**src/rtl/timebase_capture_ctrl.sv**
```systemverilog
// Timebase divider plus trigger/capture sequencer feeding the display frame RAM.
// Latency: sample_en one cycle after divider terminal count; wr_en same cycle as sample_en.
// Backpressure: none on the sample path; a finished frame is held in DONE until rd_done.
module timebase_capture_ctrl #(
  parameter int NUM_SAMPLES  = 640,
  parameter int ADDR_W       = 10,
  parameter int AUTO_SAMPLES = 2048,
  parameter int TB_RESET     = 3
) (
  input  logic              clk,
  input  logic              rst_n,
  input  logic              tb_up,
  input  logic              tb_down,
  input  logic              trig,
  input  logic              rd_done,
  output logic [2:0]        tb_sel,
  output logic              sample_en,
  output logic              wr_en,
  output logic [ADDR_W-1:0] wr_addr,
  output logic              busy,
  output logic              frame_ready,
  output logic              auto_trig
);

  localparam int AUTO_W = $clog2(AUTO_SAMPLES + 1);

  typedef enum logic [1:0] {ARM, WAIT_TRIG, CAPTURE, DONE} state_t;

  state_t            state, state_nxt;
  logic [16:0]       div_cnt;
  logic [16:0]       div_last;
  logic [AUTO_W-1:0] auto_cnt, auto_cnt_nxt;
  logic [ADDR_W-1:0] wr_addr_nxt;
  logic              auto_trig_nxt;
  logic              step_up, step_down, tb_change, auto_hit;

  // A request only counts when it actually moves tb_sel; opposing pulses cancel.
  assign step_up   = tb_up & ~tb_down & (tb_sel != 3'd7);
  assign step_down = tb_down & ~tb_up & (tb_sel != 3'd0);
  assign tb_change = step_up | step_down;

  // Auto counter is about to reach AUTO_SAMPLES on this strobe.
  assign auto_hit  = (auto_cnt == AUTO_W'(AUTO_SAMPLES - 1));

  // Terminal count (DIV-1) for each timebase index.
  always_comb begin
    div_last = 17'd0;
    case (tb_sel)
      3'd0: div_last = 17'd0;
      3'd1: div_last = 17'd1;
      3'd2: div_last = 17'd4;
      3'd3: div_last = 17'd9;
      3'd4: div_last = 17'd99;
      3'd5: div_last = 17'd999;
      3'd6: div_last = 17'd9999;
      default: div_last = 17'd99999;
    endcase
  end

  // Timebase index register, stepped by effective up/down requests.
  always_ff @(posedge clk or negedge rst_n) begin
    if (!rst_n) begin
      tb_sel <= 3'(TB_RESET);
    end else if (step_up) begin
      tb_sel <= tb_sel + 3'd1;
    end else if (step_down) begin
      tb_sel <= tb_sel - 3'd1;
    end
  end

  // Sample-rate divider; a timebase change restarts it and suppresses the next strobe.
  always_ff @(posedge clk or negedge rst_n) begin
    if (!rst_n) begin
      div_cnt   <= 17'd0;
      sample_en <= 1'b0;
    end else if (tb_change) begin
      div_cnt   <= 17'd0;
      sample_en <= 1'b0;
    end else if (div_cnt == div_last) begin
      div_cnt   <= 17'd0;
      sample_en <= 1'b1;
    end else begin
      div_cnt   <= div_cnt + 17'd1;
      sample_en <= 1'b0;
    end
  end

  // Capture sequencer state and its datapath registers.
  always_ff @(posedge clk or negedge rst_n) begin
    if (!rst_n) begin
      state     <= ARM;
      wr_addr   <= '0;
      auto_cnt  <= '0;
      auto_trig <= 1'b0;
    end else begin
      state     <= state_nxt;
      wr_addr   <= wr_addr_nxt;
      auto_cnt  <= auto_cnt_nxt;
      auto_trig <= auto_trig_nxt;
    end
  end

  // Next state, write strobe and status; a timebase change aborts to ARM with no write.
  always_comb begin
    state_nxt     = state;
    wr_addr_nxt   = wr_addr;
    auto_cnt_nxt  = auto_cnt;
    auto_trig_nxt = auto_trig;
    wr_en         = 1'b0;
    busy          = (state == WAIT_TRIG) || (state == CAPTURE);
    frame_ready   = (state == DONE);
    if (tb_change) begin
      state_nxt = ARM;
    end else begin
      case (state)
        ARM: begin
          wr_addr_nxt  = '0;
          auto_cnt_nxt = '0;
          state_nxt    = WAIT_TRIG;
        end
        WAIT_TRIG: begin
          if (sample_en) begin
            auto_cnt_nxt = auto_cnt + AUTO_W'(1);
            if (trig || auto_hit) begin
              wr_en         = 1'b1;
              auto_trig_nxt = ~trig;
              wr_addr_nxt   = ADDR_W'(1);
              state_nxt     = CAPTURE;
            end
          end
        end
        CAPTURE: begin
          if (sample_en) begin
            wr_en = 1'b1;
            if (wr_addr == ADDR_W'(NUM_SAMPLES - 1)) begin
              state_nxt = DONE;
            end else begin
              wr_addr_nxt = wr_addr + ADDR_W'(1);
            end
          end
        end
        default: begin
          if (rd_done) begin
            state_nxt = ARM;
          end
        end
      endcase
    end
  end

endmodule

```
**config.mk**
```make
export PLATFORM = sky130hd
export DESIGN_NAME = timebase_capture_ctrl
export DESIGN_NICKNAME = d
export VERILOG_FILES = /design/src/rtl/timebase_capture_ctrl.sv
export SDC_FILE = /design/constraint.sdc
export NUM_CORES = 1
export LEC_CHECK = 0
export ABC_CLOCK_PERIOD_IN_PS = 6800
export BUFFER_PORTS_ARGS = -buffer_cell sky130_fd_sc_hd__buf_2
export CORE_AREA = 5 5 92 94
export CTS_CLUSTER_DIAMETER = 30
export DETAILED_ROUTE_END_ITERATION = 12
export DIE_AREA = 0 0 97 99
export PLACE_DENSITY_LB_ADDON = 0.2
export RECOVER_POWER = 25
export SYNTH_ARGS = -nofsm -noshare
export SYNTH_HDL_FRONTEND = slang
export SYNTH_SLANG_ARGS = --single-unit
```
**constraint.sdc**
```tcl
create_clock -name clk -period 6.8 [get_ports clk]
set_input_delay 0.68 -clock clk [delete_from_list [all_inputs] [get_ports clk]]
set_output_delay 0.68 -clock clk [all_outputs]
set_load 0.005 [all_outputs]
```
==> Word-level counts from Yosys, hierarchy flattened <==
Cells that the tools add are included.
{ "op_classes": {"n_addsub": 5, "eq_ne": 21, "muxes": 26, "n_bitwise": 9, "reduce_logical": 13} }
{ "ops": {"columns": ["op", "n"], "rows": [
  ["$pmux W17 S7", 1],
  ["$mux W10", 4],
  ["$mux W17", 2],
  ["$pmux W10 S3", 1],
  ["$pmux W12 S2", 1],
  ["$add A17 B1 Y17 const B", 1],
  ["$eq A17 B17 Y1", 1],
  ["$add A12 B1 Y12 const B", 1],
  ["$eq A12 B11 Y1 const B", 1],
  ["$mux W12", 1],
  ["$mux W2", 6],
  ["$add A10 B1 Y10 const B", 1],
  ["$eq A10 B10 Y1 const B", 1],
  ["$eq A3 B3 Y1 const B", 3],
  ["$ne A3 B3 Y1 const B", 3],
  ["$eq A3 B2 Y1 const B", 2],
  ["$mux W1", 6],
  ["$mux W3", 2],
  ["$ne A2 B2 Y1 const B", 3],
  ["$ne A3 B2 Y1 const B", 2],
  ["$pmux W2 S3", 1],
  ["$reduce_and A6 Y1", 1],
  ["$reduce_bool A3 Y1", 2],
  ["$reduce_and A5 Y1", 1],
  ["other kinds (17)", 26]
]} }
{ "totals": {"register_bits": 46} }

==> Logic depth before layout (Yosys ltp) <==
Gate-level depths: netlist of run 1.
{ "logic_depth": {"ltp_word": 6, "depth_mapped": 10} }

==> Worst setup path before layout of run 1 <==
No wires, ideal clock.
{ "synth_timing": {"path_kind": "flip-flop to flip-flop", "start": "reg tb_sel[0]", "end": "reg div_cnt[10]", "arrival_ns": 2.443, "required_ns": 6.660, "path_slack_ns": 4.217, "path_stages_with_launch": 11, "n_path_buf": 2, "period_less_slack_ns": 2.583, "cell_sequence": "dfstp_2 -> inv_1 -> ha_1 -> buf_2 -> a211o_1 -> a21oi_1 -> o22ai_1 -> or4_4 -> nor3_4 -> buf_6 -> nor3_2"} }
{ "synth_between": {"elab_chain_len": 5, "word_cells_on_any_way": 16} }
{ "synth_rtl": {"columns": ["item", "line", "source"], "rows": [
  ["start, declared", "16", "output logic [2:0] tb_sel,"],
  ["start signal, assigned", "63", "tb_sel <= 3'(TB_RESET);"],
  ["start signal, assigned", "65", "tb_sel <= tb_sel + 3'd1;"],
  ["start signal, assigned", "67", "tb_sel <= tb_sel - 3'd1;"],
  ["$eq A3 B3 Y1, or another cell as far along", "48", "case (tb_sel)"],
  ["$pmux W17 S7", "48", null],
  ["$eq A17 B17 Y1", "79", "end else if (div_cnt == div_last) begin"],
  ["$mux W17", "79", null],
  ["$mux W17 (*)", "76", "end else if (tb_change) begin"],
  ["end signal, assigned", "83", "div_cnt <= div_cnt + 17'd1;"],
  ["end, declared", "30", "logic [16:0] div_cnt;"]
]} }
Mark *: on every way between the ends. The rest lies on a longest branch, timed or not.
A chain may end at the register's enable or synchronous reset.

==> Final worst setup path of run 1 <==
{ "layout_timing": {"start": "reg tb_sel[0]", "end": "reg sample_en"} }
{ "layout_between": {"elab_chain_len": 5, "word_cells_on_any_way": 16} }
{ "layout_rtl": {"columns": ["item", "line", "source"], "rows": [
  ["$eq A3 B3 Y1, or another cell as far along", "48", null],
  ["$pmux W17 S7", "48", null],
  ["$eq A17 B17 Y1", "79", null],
  ["$mux W1", "79", null],
  ["$mux W1 (*)", "76", null],
  ["end signal, assigned", "75", "sample_en <= 1'b0;"],
  ["end signal, assigned", "78", "sample_en <= 1'b0;"],
  ["end signal, assigned", "81", "sample_en <= 1'b1;"],
  ["end, declared", "17", "output logic sample_en,"]
]} }
Marks and branches as above.

==> metrics.txt, run 1 <==
status finished with violations; failing checks max-capacitance violations, max-slew violations; logic gate share of total power 0.441; RSZ-0062 raised after global routing no; relative slew slack -0.6825; Die ar. 0.009603 mm^2; htree depth 2; ys async rst share 1.000; Seq pwr share 0.355; Worst-Margin Slew 2.524 ns; grt ovf 0; Clock transition at path regs 0.09 ns; worst-path fanout max 15; Clk pwr share 0.204; Worst Path Buf+Inv 1; Post-Route Skew 0.005862 ns; critical path arrival 3.44 ns; max incr delay on CP 0.62 ns; Die Y 99 um; Port Buffers 23; Initial DRC Count 82; post-synthesis compound-gate area fraction 0.1424; syn_area_per_cell 9.228 um^2; initial antenna violation count 0; family with the most delay on the worst path simple AND/OR/NAND/NOR gates; flop-to-flop setup slack 3.59 ns; post-synthesis mux area share 0.02053; crit path kind reg2reg; layout cells sized above 1 0.1522; critical path startpoint category flop; Hold Violations, Final 0; first-pass GRT wire length 10870 um; top-count cell post-synth dfrtp_1; main flop type after synthesis dfrtp_1; RePlAce Congestion 0.7237; largest family of logic cells by synthesized area simple AND/OR/NAND/NOR gates; Ys Warns 0; Overall Power 0.0009887 W; vias in the first global route 2253; starting density of the core 0.3866; WL per Instance 14.13 um; Post-Syn Area 0.002925 mm^2; Ports 24; DR pass1 iterations 4; post-synthesis register bit count 46; minimum clock period 3.206 ns; Leak 1.411 nW; setup TNS 0 ns; drt total wl 6173 um; Post-Place Setup Slack 3.599 ns; synthesis-to-finish area growth 9.795%; Post-route DRC 0; GRT Total Usage 0.1369; final hold slack 0.4926 ns; vias per cell 5.268; Synth Area in Adders 0.05560; clock root buffer clkbuf_8; Power Internal 0.0005925 W; ANT cells 0; Seq/Total Area, Yosys 0.3944; Final ANT Viol Nets 0; largest net degree at the start of global routing 47; Row Count 32; final-report setup violation count 0; CP endpoint kind flop; post-synthesis cell type count 58; Die X 97 um; critical path's slowest cell nor3_4; post-synth net total 336; Tcrit/Tclk final 0.4714; switching share of power 0.4007; area leader, netlist dfrtp_1; CTS tree built; Num CTS Buffers 5; Commonest cells post-synth dfrtp_1 (44), nor2_1 (31), nand2_1 (22); WP data required 7.04 ns; routed via count 2302; Hold Crit Class reg2reg; Final Max Slew Viols 47; Core Area 0.007567 mm^2; Synth Instances 317; Post-synth EDFFs 0; fmax 0.3119 GHz; Post-CTS Hold Buffers 0; Post-CTS Setup Inserts 0; Post-DP HPWL 4302 um; clk_lat worst skew 0.30 ns; Post-CTS Resized 0; Final nets 353; final setup margin 3.594 ns; Synth top area share 0.3764; Post-Synth XOR/XNOR Area 0.09281; max-cap viol count 1; clock sink count 46; simple-gate share of the synthesized area 0.2553; Clock Tree Buf Depth 2; Psw 0.0003962 W; critical-path cell list inv_1 > ha_1 > nor4_2 > mux2i_1 > xnor2_1 > or4_4 > nor3_4 > and2_1; VDD IR max 0.1980 mV; top cells by area, synth dfrtp_1 (38%), xor2_1 (6.0%), ha_1 (5.6%), nor2_1 (4.0%), xnor2_1 (3.3%); PwrDens 307.8 mW/mm^2
-- path summary, 6_finish.rpt --
kind / from / endpoint / cells after the start
worst max-delay path: tb_sel[0] / sample_en / 8
worst min-delay path: auto_trig / auto_trig / 2
worst max register to register: tb_sel[0] / sample_en / 8
worst min register to register: auto_trig / auto_trig / 2
max in group asynchronous: rst_n / auto_cnt[4] / 2
min in group asynchronous: rst_n / div_cnt[10] / 2
-- power by group through the flow --
stage	clock (W)	combinational (W)	sequential, W
2_1_floorplan	0	0.000373	0.000334
3_3_place_gp	0	0.000441	0.000355
3_5_place_dp	0	0.000438	0.000356
4_1_cts	0.000213	0.000440	0.000351
5_1_grt	0.000226	0.000489	0.000358
6_report	0.000201	0.000436	0.000351
-- area by class of cell --
| cell class | count | area [um^2] |
|---|---|---|
| Fill cell | 741 | 4355 |
| Clock inverter | 3 | 40.04 |
| Inverter | 10 | 37.54 |
| Tap cell | 102 | 127.6 |
| Clock buffer | 5 | 68.82 |
| Sequential cell | 46 | 1154 |
| Timing Repair Buffer | 25 | 126.4 |
| Multi-Input combinational cell | 246 | 1658 |
-- cell usage in the layout (no fill, tap or decap), types with 3 or more instances in the layout --
cell type   n
and3_1      3
o31ai_1     3
nand4_1     5
dfrtp_1    44
xnor2_1    11
a31oi_1     5
o41ai_1     4
and2_1      3
or3_1       3
nand3_1    17
nor4_1      3
mux2i_1     6
o21ai_0    10
nand2_1    22
nor2_1     31
o21ai_1    15
xor2_1     20
nor3_1     10
clkbuf_8    5
inv_1      10
nor2b_1     8
nand2b_1    4
nor3_2      9
ha_1       13
buf_2      23
a21oi_1     7
-- layer usage --
| metal | vias up | track usage | part of all wire |
|---|---|---|---|
| li1 | 1158 | - | - |
| met1 | 1099 | 0.1786 | 0.48 |
| met2 | 37 | 0.2245 | 0.47 |
| met3 | 8 | 0.03255 | 0.033 |
| met4 | 0 | 0.04428 | 0.017 |
| met5 | - | 0 | 0 |
-- per-stage QoR --
step	cells	instance area, um^2	utilization
after floorplan	317	2925	-
final	437	3212	0.4244
after CTS	437	3216	0.4249
after global placement	429	3107	0.4105
after global routing	437	3212	0.4244
after detailed placement	429	3107	0.4105
-- state kept, by name, indices dropped and copies added, names as in the netlist --
| name | flops |
|---|---|
| state | 2 |
| auto_cnt | 12 |
| div_cnt | 17 |
| auto_trig | 1 |
| wr_addr | 10 |
| sample_en | 1 |
| tb_sel | 3 |
-- worst register-to-register path, stage by stage, from the launching register on --
cell and delay (ns):
dfstp_2 0.60, inv_1 0.10, ha_1 0.37, nor4_2 0.49, mux2i_1 0.16, xnor2_1 0.15
or4_4 0.43, nor3_4 0.62, and2_1 0.23
-- logic make-up after synthesis --
| logic type | count (synthesis) |
|---|---|
| AOI/OAI and AO/OA | 63 |
| xor gates and xnor gates | 31 |
| adders and majority gates | 13 |
| buffers and inverters | 25 |
| DFF | 46 |
| muxes | 6 |
| and+or+nand+nor | 133 |
No activity file was read; power rests on OpenSTA's default activity.
==> run 2: changes to the inputs <==
- ABC_AREA: unset -> 1
- ABC_CLOCK_PERIOD_IN_PS: 6800 -> 2750
- CORE_AREA: 5 5 92 94 -> 5 5 96 98
- DIE_AREA: 0 0 97 99 -> 0 0 101 103
- clock period: 6.8 -> 2.75 ns (I/O delays scaled with it)
==> run 2 against run 1 <==
  * Core utilization up 0.24 points
  * Worst setup slack worse by 3.4 ns
  * The run now ends clean
  * Flip-flop and latch count is the same
  * Critical path depth grew 1
  * Total power grew to 2.9 times the previous value
  * Sequential share of layout area is 3.7 points lower
  * Highest routed layer unchanged
  * Via count increased by 26%
  * Clock power grew to 2.6 times the previous value
  * Critical endpoint is now wr_en
==> metrics.txt, run 2 <==
first-pass GRT wire length 12650 um (was 10870 um); routed via count 2890 (was 2302); Die ar. 0.01040 mm^2 (was 0.009603 mm^2); Hold Violations, Final 0 (unchanged); DR pass1 iterations 4 (unchanged); clock root buffer clkbuf_8 (unchanged); hold depth 2 (unchanged); Row Count 34 (was 32); Tcrit/Tclk final 0.9218; WL per Instance 12.45 um (was 14.13 um); crit path kind reg2out (was reg2reg); main flop type after synthesis dfrtp_1 (unchanged); Post-route DRC 0 (unchanged); Hold Crit Class in2reg (was reg2reg); commonest non-fill, non-tap cell in the layout nand2_1 (was dfrtp_1); Clock Tree Buf Depth 2 (unchanged); area leader, netlist dfrtp_1 (unchanged); number of flip-flops in the largest register 17 (unchanged); fmax 0.3945 GHz; ys async rst share 1.000 (unchanged); CTS tree built (unchanged); top cells by area, synth dfrtp_1 (34%), nand2_1 (12%), inv_1 (6.6%), nand3_1 (6.3%), nor2_1 (5.4%) (was dfrtp_1 (38%), xor2_1 (6.0%), ha_1 (5.6%), nor2_1 (4.0%), xnor2_1 (3.3%)); critical-path cell list ha_1 > ha_1 > inv_1 > nand2_1 > nand2_4 > nor2_2 > nand3_1 > a21oi_1 > buf_2 (was inv_1 > ha_1 > nor4_2 > mux2i_1 > xnor2_1 > or4_4 > nor3_4 > and2_1); Worst Path Buf+Inv 2 (was 1); Post-Syn Area 0.003202 mm^2 (was 0.002925 mm^2); Final nets 502 (was 353); Layout fillers 879 (was 741); CP endpoint kind output pin (was flop); Commonest cells post-synth nand2_1 (102), inv_1 (56), nor2_1 (46) (was dfrtp_1 (44), nor2_1 (31), nand2_1 (22)); Leak 1.700 nW (was 1.411 nW); Largest Register div_cnt (unchanged); layout cells sized above 1 0.1715 (was 0.1522); ANT cells 0 (unchanged); Post-Route Skew 0.007638 ns (was 0.005862 ns); htree depth 2 (unchanged); Core Area 0.008381 mm^2 (was 0.007567 mm^2); Final Max Slew Viols 0 (was 47); worst-path fanout max 8 (was 15); Top Registers div_cnt x17, auto_cnt x12, wr_addr x10 (unchanged); initial antenna violation count 0 (unchanged); RePlAce Congestion 0.8522 (was 0.7237); max incr delay on CP 0.61 ns (was 0.62 ns); drt total wl 7371 um (was 6173 um); WHS Endpoint auto_trig (unchanged); starting density of the core 0.3821 (was 0.3866); Seq/Total Area, Yosys 0.3603 (was 0.3944); Ports 24 (unchanged); critical path arrival 2.26 ns (was 3.44 ns); syn_area_per_cell 7.068 um^2 (was 9.228 um^2); top-count cell post-synth nand2_1 (was dfrtp_1); Die X 101 um (was 97 um); grt ovf 0 (unchanged); Die Y 103 um (was 99 um); post-synthesis cell type count 34 (was 58); status complete, no violations (was finished with violations); RSZ-0062 raised after global routing no (unchanged); most frequent cells in the layout nand2_1 (102), inv_1 (56), nor2_1 (45) (was dfrtp_1 (44), nor2_1 (31), buf_2 (23)); Clock transition at path regs 0.09 ns (about the same); Synth Instances 453 (was 317); Critical Path Stages 9 (was 8); Ys Warns 0 (unchanged); GRT Total Usage 0.1507 (was 0.1369); hold wc startpoint trig (was auto_trig); Num CTS Buffers 5 (unchanged); critical path's slowest cell dfstp_2 (was nor3_4); most used cell, CP ha_1; Overall Power 0.002856 W (was 0.0009887 W); critical path startpoint category flop (unchanged); FF-to-FF End div_cnt[8] (was sample_en); synthesis-to-finish area growth 11.72% (was 9.795%); relative slew slack 0.005586 (was -0.6825); Post-synth EDFFs 0 (unchanged); post-synthesis register bit count 46 (unchanged); setup TNS 0 ns (unchanged); Synth top area share 0.3439 (was 0.3764); family with the most delay on the worst path flip-flops (was simple AND/OR/NAND/NOR gates); PwrDens 798.3 mW/mm^2 (was 307.8 mW/mm^2); minimum clock period 2.535 ns; Post-CTS Setup Inserts 0 (unchanged); WP data required 2.48 ns (was 7.04 ns); Initial DRC Count 118 (was 82); post-synth net total 472 (was 336); final-report setup violation count 0 (unchanged); clock sink count 46 (unchanged); flop-to-flop setup slack 0.41 ns (was 3.59 ns); Final ANT Viol Nets 0 (unchanged); RR Startpoint tb_sel[0] (unchanged); VDD IR max 0.3058 mV (was 0.1980 mV); clk_lat worst skew 0.30 ns (about the same); vias per cell 4.882 (was 5.268); largest net degree at the start of global routing 27 (was 47); Port Buffers 23 (unchanged); reg2reg path depth 13 (was 8); Worst-Margin Slew 1.492 ns (was 2.524 ns); max-cap viol count 0 (was 1); Post-DP HPWL 5621 um (was 4302 um); vias in the first global route 2668 (was 2253)
run 2: cell count changes in the layout (fill, tap and decap cells not counted), sizes merged, moves of 6 or more:
cell,delta
nand2,+98
a21oi,+14
o21ai,+9
nor2,+20
nor2b,-8
nand3,+27
xor2,-16
xnor2,-8
inv,+61
mux2i,-6
run 2: worst max-delay path by stage:
stage | start | endpoint | slack, ns
2_1_floorplan | tb_sel[0] | div_cnt[6] | 0.69
3_3_place_gp | tb_sel[0] | div_cnt[8] | 0.45
3_5_place_dp | tb_sel[0] | div_cnt[8] | 0.42
4_1_cts | tb_sel[0] | wr_en | 0.12
5_1_grt | tb_sel[0] | wr_en | 0.003
6_report | tb_sel[0] | wr_en | 0.22
run 2: timing repair:
| item | in CTS | in global routing |
|---|---|---|
| setup endpoints to repair | 0 | 1 |
| endpoints found under the hold margin | 8 | 0 |
| hold buffers | 1 | 0 |
| gates resized for setup | 0 | 1 |
run 2: power by group:
| part | switching, W | leakage, nW | internal, W |
|---|---|---|---|
| Combinational | 0.000991 | 1.01 | 0.000506 |
| Clock | 0.000254 | 0.0585 | 0.000273 |
| Sequential | 0.0000761 | 0.628 | 0.000755 |
| Total | 0.00132 | 1.70 | 0.00153 |
run 2: kinds of logic (layout without fill, tap and decap cells):
| logic type | after synthesis | count (layout) | share of synthesized area |
|---|---|---|---|
| buffers and inverters | 78 | 109 | 0.09926 |
| and+or+nand+nor | 244 | 244 | 0.3615 |
| xor gates and xnor gates | 7 | 7 | 0.01915 |
| adders and majority gates | 13 | 13 | 0.05080 |
| AOI/OAI and AO/OA | 65 | 65 | 0.1090 |
| DFF | 46 | 46 | 0.3603 |
run 2: metrics by stage:
| step | cell area [um^2] | instances | hold slack [ns] | utilization | setup slack [ns] |
|---|---|---|---|---|---|
| floorplan | 3202 | 453 | -0.02059 | - | 0.6879 |
| global placement | 3455 | 583 | 0.3304 | 0.4122 | 0.4506 |
| detailed placement | 3455 | 583 | 0.3375 | 0.4122 | 0.4170 |
| CTS | 3577 | 592 | 0.2096 | 0.4268 | 0.1214 |
| global route | 3577 | 592 | 0.2038 | 0.4268 | 0.003412 |
| finish | 3577 | 592 | 0.2050 | 0.4268 | 0.2150 |
run 2: worst register-to-register path: cells and delay by family, from the launching register on:
kind | cells | cell delay, ns
and+or+nand+nor | 9 | 0.98
DFF | 1 | 0.61
buffers and inverters | 3 | 0.35
adders and majority gates | 1 | 0.30
run 2: area by class of cell:
| class | instances | area [um^2] | share of cell area |
|---|---|---|---|
| Timing Repair Buffer | 31 | 175.2 | 0.04897 |
| Clock buffer | 5 | 68.82 | 0.01924 |
| Tap cell | 108 | 135.1 | 0.03778 |
| Sequential cell | 46 | 1154 | 0.3225 |
| Inverter | 70 | 267.8 | 0.07485 |
| Clock inverter | 3 | 43.79 | 0.01224 |
| Multi-Input combinational cell | 329 | 1733 | 0.4844 |
run 2: routing by layer:
layer  wire (um)  GRT usage  vias to the layer above
met3         307    0.03586                        7
met2        3236     0.2354                       44
met4          88    0.03988                        0
met5           0          0                        -
li1            -          -                     1508
met1        3739     0.2098                     1331
==> run 3: changes to the inputs <==
- ABC_CLOCK_PERIOD_IN_PS: 2750 -> 2400
- clock period: 2.75 -> 2.4 ns (I/O delays scaled with it)
==> run 3 against run 2 <==
  * Total power increased by 17%
  * Sequential power increased by 16%
  * Non-clock buffer count increased by 4
  * Critical path depth unchanged
  * Worst hold slack got worse by 0.053 ns
  * Via count increased by 0.21%
  * Core utilization increased by 0.72 points
  * Routed wire length decreased by 0.16%
  * Critical path type unchanged
  * Critical endpoint unchanged
  * Largest cell class unchanged
==> metrics.txt, run 3 (synthesis results as in run 2) <==
Ports 24 (unchanged); critical path startpoint category flop (unchanged); final hold slack 0.1522 ns (was 0.2050 ns); fmax 0.4365 GHz; Final nets 506 (was 502); final instance area 0.003637 mm^2 (was 0.003577 mm^2); WL per Instance 12.35 um (was 12.45 um); Post-DP HPWL 5454 um (was 5621 um); Row Count 34 (unchanged); Post-Route Skew 0.01195 ns (was 0.007638 ns); max-cap viol count 0 (unchanged); first-pass GRT wire length 12710 um (was 12650 um); Worst-Margin Slew 1.173 ns (was 1.492 ns); Die Y 103 um (unchanged); GR Util met1 0.2128 (was 0.2098); Layout fillers 868 (was 879); WP data required 2.16 ns (was 2.48 ns); VDD IR max 0.3409 mV (was 0.3058 mV); Initial DRC Count 155 (was 118); starting density of the core 0.3821 (unchanged); worst-path fanout max 5 (was 8); drt total wl 7359 um (was 7371 um); ANT cells 0 (unchanged); Core Area 0.008381 mm^2 (unchanged); Clock transition at path regs 0.10 ns (was 0.09 ns); Hold Crit Class in2reg (unchanged); Seq pwr share 0.290 (was 0.291); PwrDens 918.5 mW/mm^2 (was 798.3 mW/mm^2); minimum clock period 2.291 ns; area of the multi-input gates 0.001762 mm^2 (was 0.001733 mm^2); final-report setup violation count 0 (unchanged); GR Layer Usage met3 0.02639 (was 0.03586); layout cells sized above 1 0.1926 (was 0.1715); Post-route DRC 0 (unchanged); clk_lat worst skew 0.31 ns (was 0.30 ns); Psw 0.001533 W (was 0.001322 W); RePlAce Congestion 0.8108 (was 0.8522); Port Buffers 23 (unchanged); GRT Total Usage 0.1521 (was 0.1507); status complete, no violations (unchanged); Leak 1.728 nW (was 1.700 nW); Tcrit/Tclk final 0.9546; RSZ-0062 raised after global routing yes (was no); vias in the first global route 2703 (was 2668); CTS tree built (unchanged); commonest non-fill, non-tap cell in the layout nand2_1 (unchanged); DR pass1 iterations 4 (unchanged); logic gate share of total power 0.526 (was 0.524); most frequent cells in the layout nand2_1 (102), inv_1 (56), nor2_1 (45) (unchanged); met2 usage 0.2451 (was 0.2354); grt ovf 0 (unchanged); Clock Tree Buf Depth 2 (unchanged); Largest Register div_cnt (unchanged); routed via count 2896 (was 2890); clock sink count 46 (unchanged); Top Registers div_cnt x17, auto_cnt x12, wr_addr x10 (unchanged); critical path arrival 2.05 ns (was 2.26 ns); CP endpoint kind output pin (unchanged); switching share of power 0.4590 (was 0.4628); crit path kind reg2out (unchanged); gr busiest metal met2 (unchanged); clock root buffer clkbuf_8 (unchanged); Post-CTS Hold Buffers 0 (was 1); Clk pwr share 0.184 (was 0.185); relative slew slack 0.2178 (was 0.005586); initial antenna violation count 0 (unchanged); DP Area 0.003485 mm^2 (was 0.003455 mm^2); Die X 101 um (unchanged); htree depth 2 (unchanged); number of flip-flops in the largest register 17 (unchanged); Hold Violations, Final 0 (unchanged); Power Internal 0.001807 W (was 0.001534 W); vias per cell 4.859 (was 4.882); largest net degree at the start of global routing 47 (was 27); Final ANT Viol Nets 0 (unchanged); Num CTS Buffers 5 (unchanged); Final Max Slew Viols 0 (unchanged); synthesis-to-finish area growth 13.60% (was 11.72%); Die ar. 0.01040 mm^2 (unchanged); register area 0.001154 mm^2 (unchanged); setup TNS 0 ns (unchanged)
-- run 3: final cells by class --
cell class              instances  area share
multi-input cells             329      0.4843
flip-flops and latches         46      0.3172
inverters                      70     0.07362
repair buffers                 35     0.05676
well taps                     108     0.03715
clock buffers                   5     0.01892
clock inverters                 3     0.01204
-- run 3: path summary, 6_finish.rpt --
| check | startpoint | end | slack, ns | cells after the start |
|---|---|---|---|---|
| min reg2reg | auto_trig | auto_trig | 0.51 | 2 |
| min | trig | auto_trig | 0.15 | 2 |
| max reg2reg | tb_sel[0] | div_cnt[0] | 0.13 | 14 |
| max in group asynchronous | rst_n | auto_cnt[2] | 1.44 | 2 |
| max | tb_sel[1] | wr_en | 0.11 | 9 |
| min in group asynchronous | rst_n | tb_sel[2] | 0.23 | 2 |
-- run 3: metrics by stage --
step	instances	power [W]	util	setup WS [ns]
global placement	587	0.002693	0.4158	0.1836
floorplan	453	0.002292	-	0.3379
detailed placement	587	0.002706	0.4158	0.1401
global route	596	0.003639	0.4340	-0.03684
finish	596	0.003341	0.4340	0.1090
CTS	596	0.003362	0.4318	0.01441
-- run 3: routing by layer --
metal,vias to the layer above,wire (um),share of wire
li1,1516,-,-
met2,51,3282,0.45
met3,6,296,0.040
met1,1323,3701,0.50
met5,-,0,0
met4,0,79,0.011
-- run 3: repair_timing --
| action | 4_1_cts | 5_1_grt |
|---|---|---|
| gates resized for setup | 4 | 4 |
| endpoints found under the setup margin | 1 | 17 |
| buffers inserted | 1 | 0 |
-- run 3: worst max-delay path, cell delays in order (launching register included) --
cell and delay [ns]:
dfstp_2 0.61, ha_4 0.17, ha_1 0.16, inv_1 0.04, nand2_1 0.11, nand2_4 0.10
nor2_4 0.12, nand3_2 0.12, a21oi_2 0.16, buf_2 0.13
-- run 3: power groups by stage --
stage | sequential (W) | combinational, W | clock [W]
after floorplan | 0.000959 | 0.00133 | 0
after global placement | 0.000982 | 0.00171 | 0
after detailed placement | 0.000989 | 0.00172 | 0
after CTS | 0.000961 | 0.00176 | 0.000640
after global routing | 0.000986 | 0.00199 | 0.000662
final | 0.000968 | 0.00176 | 0.000616
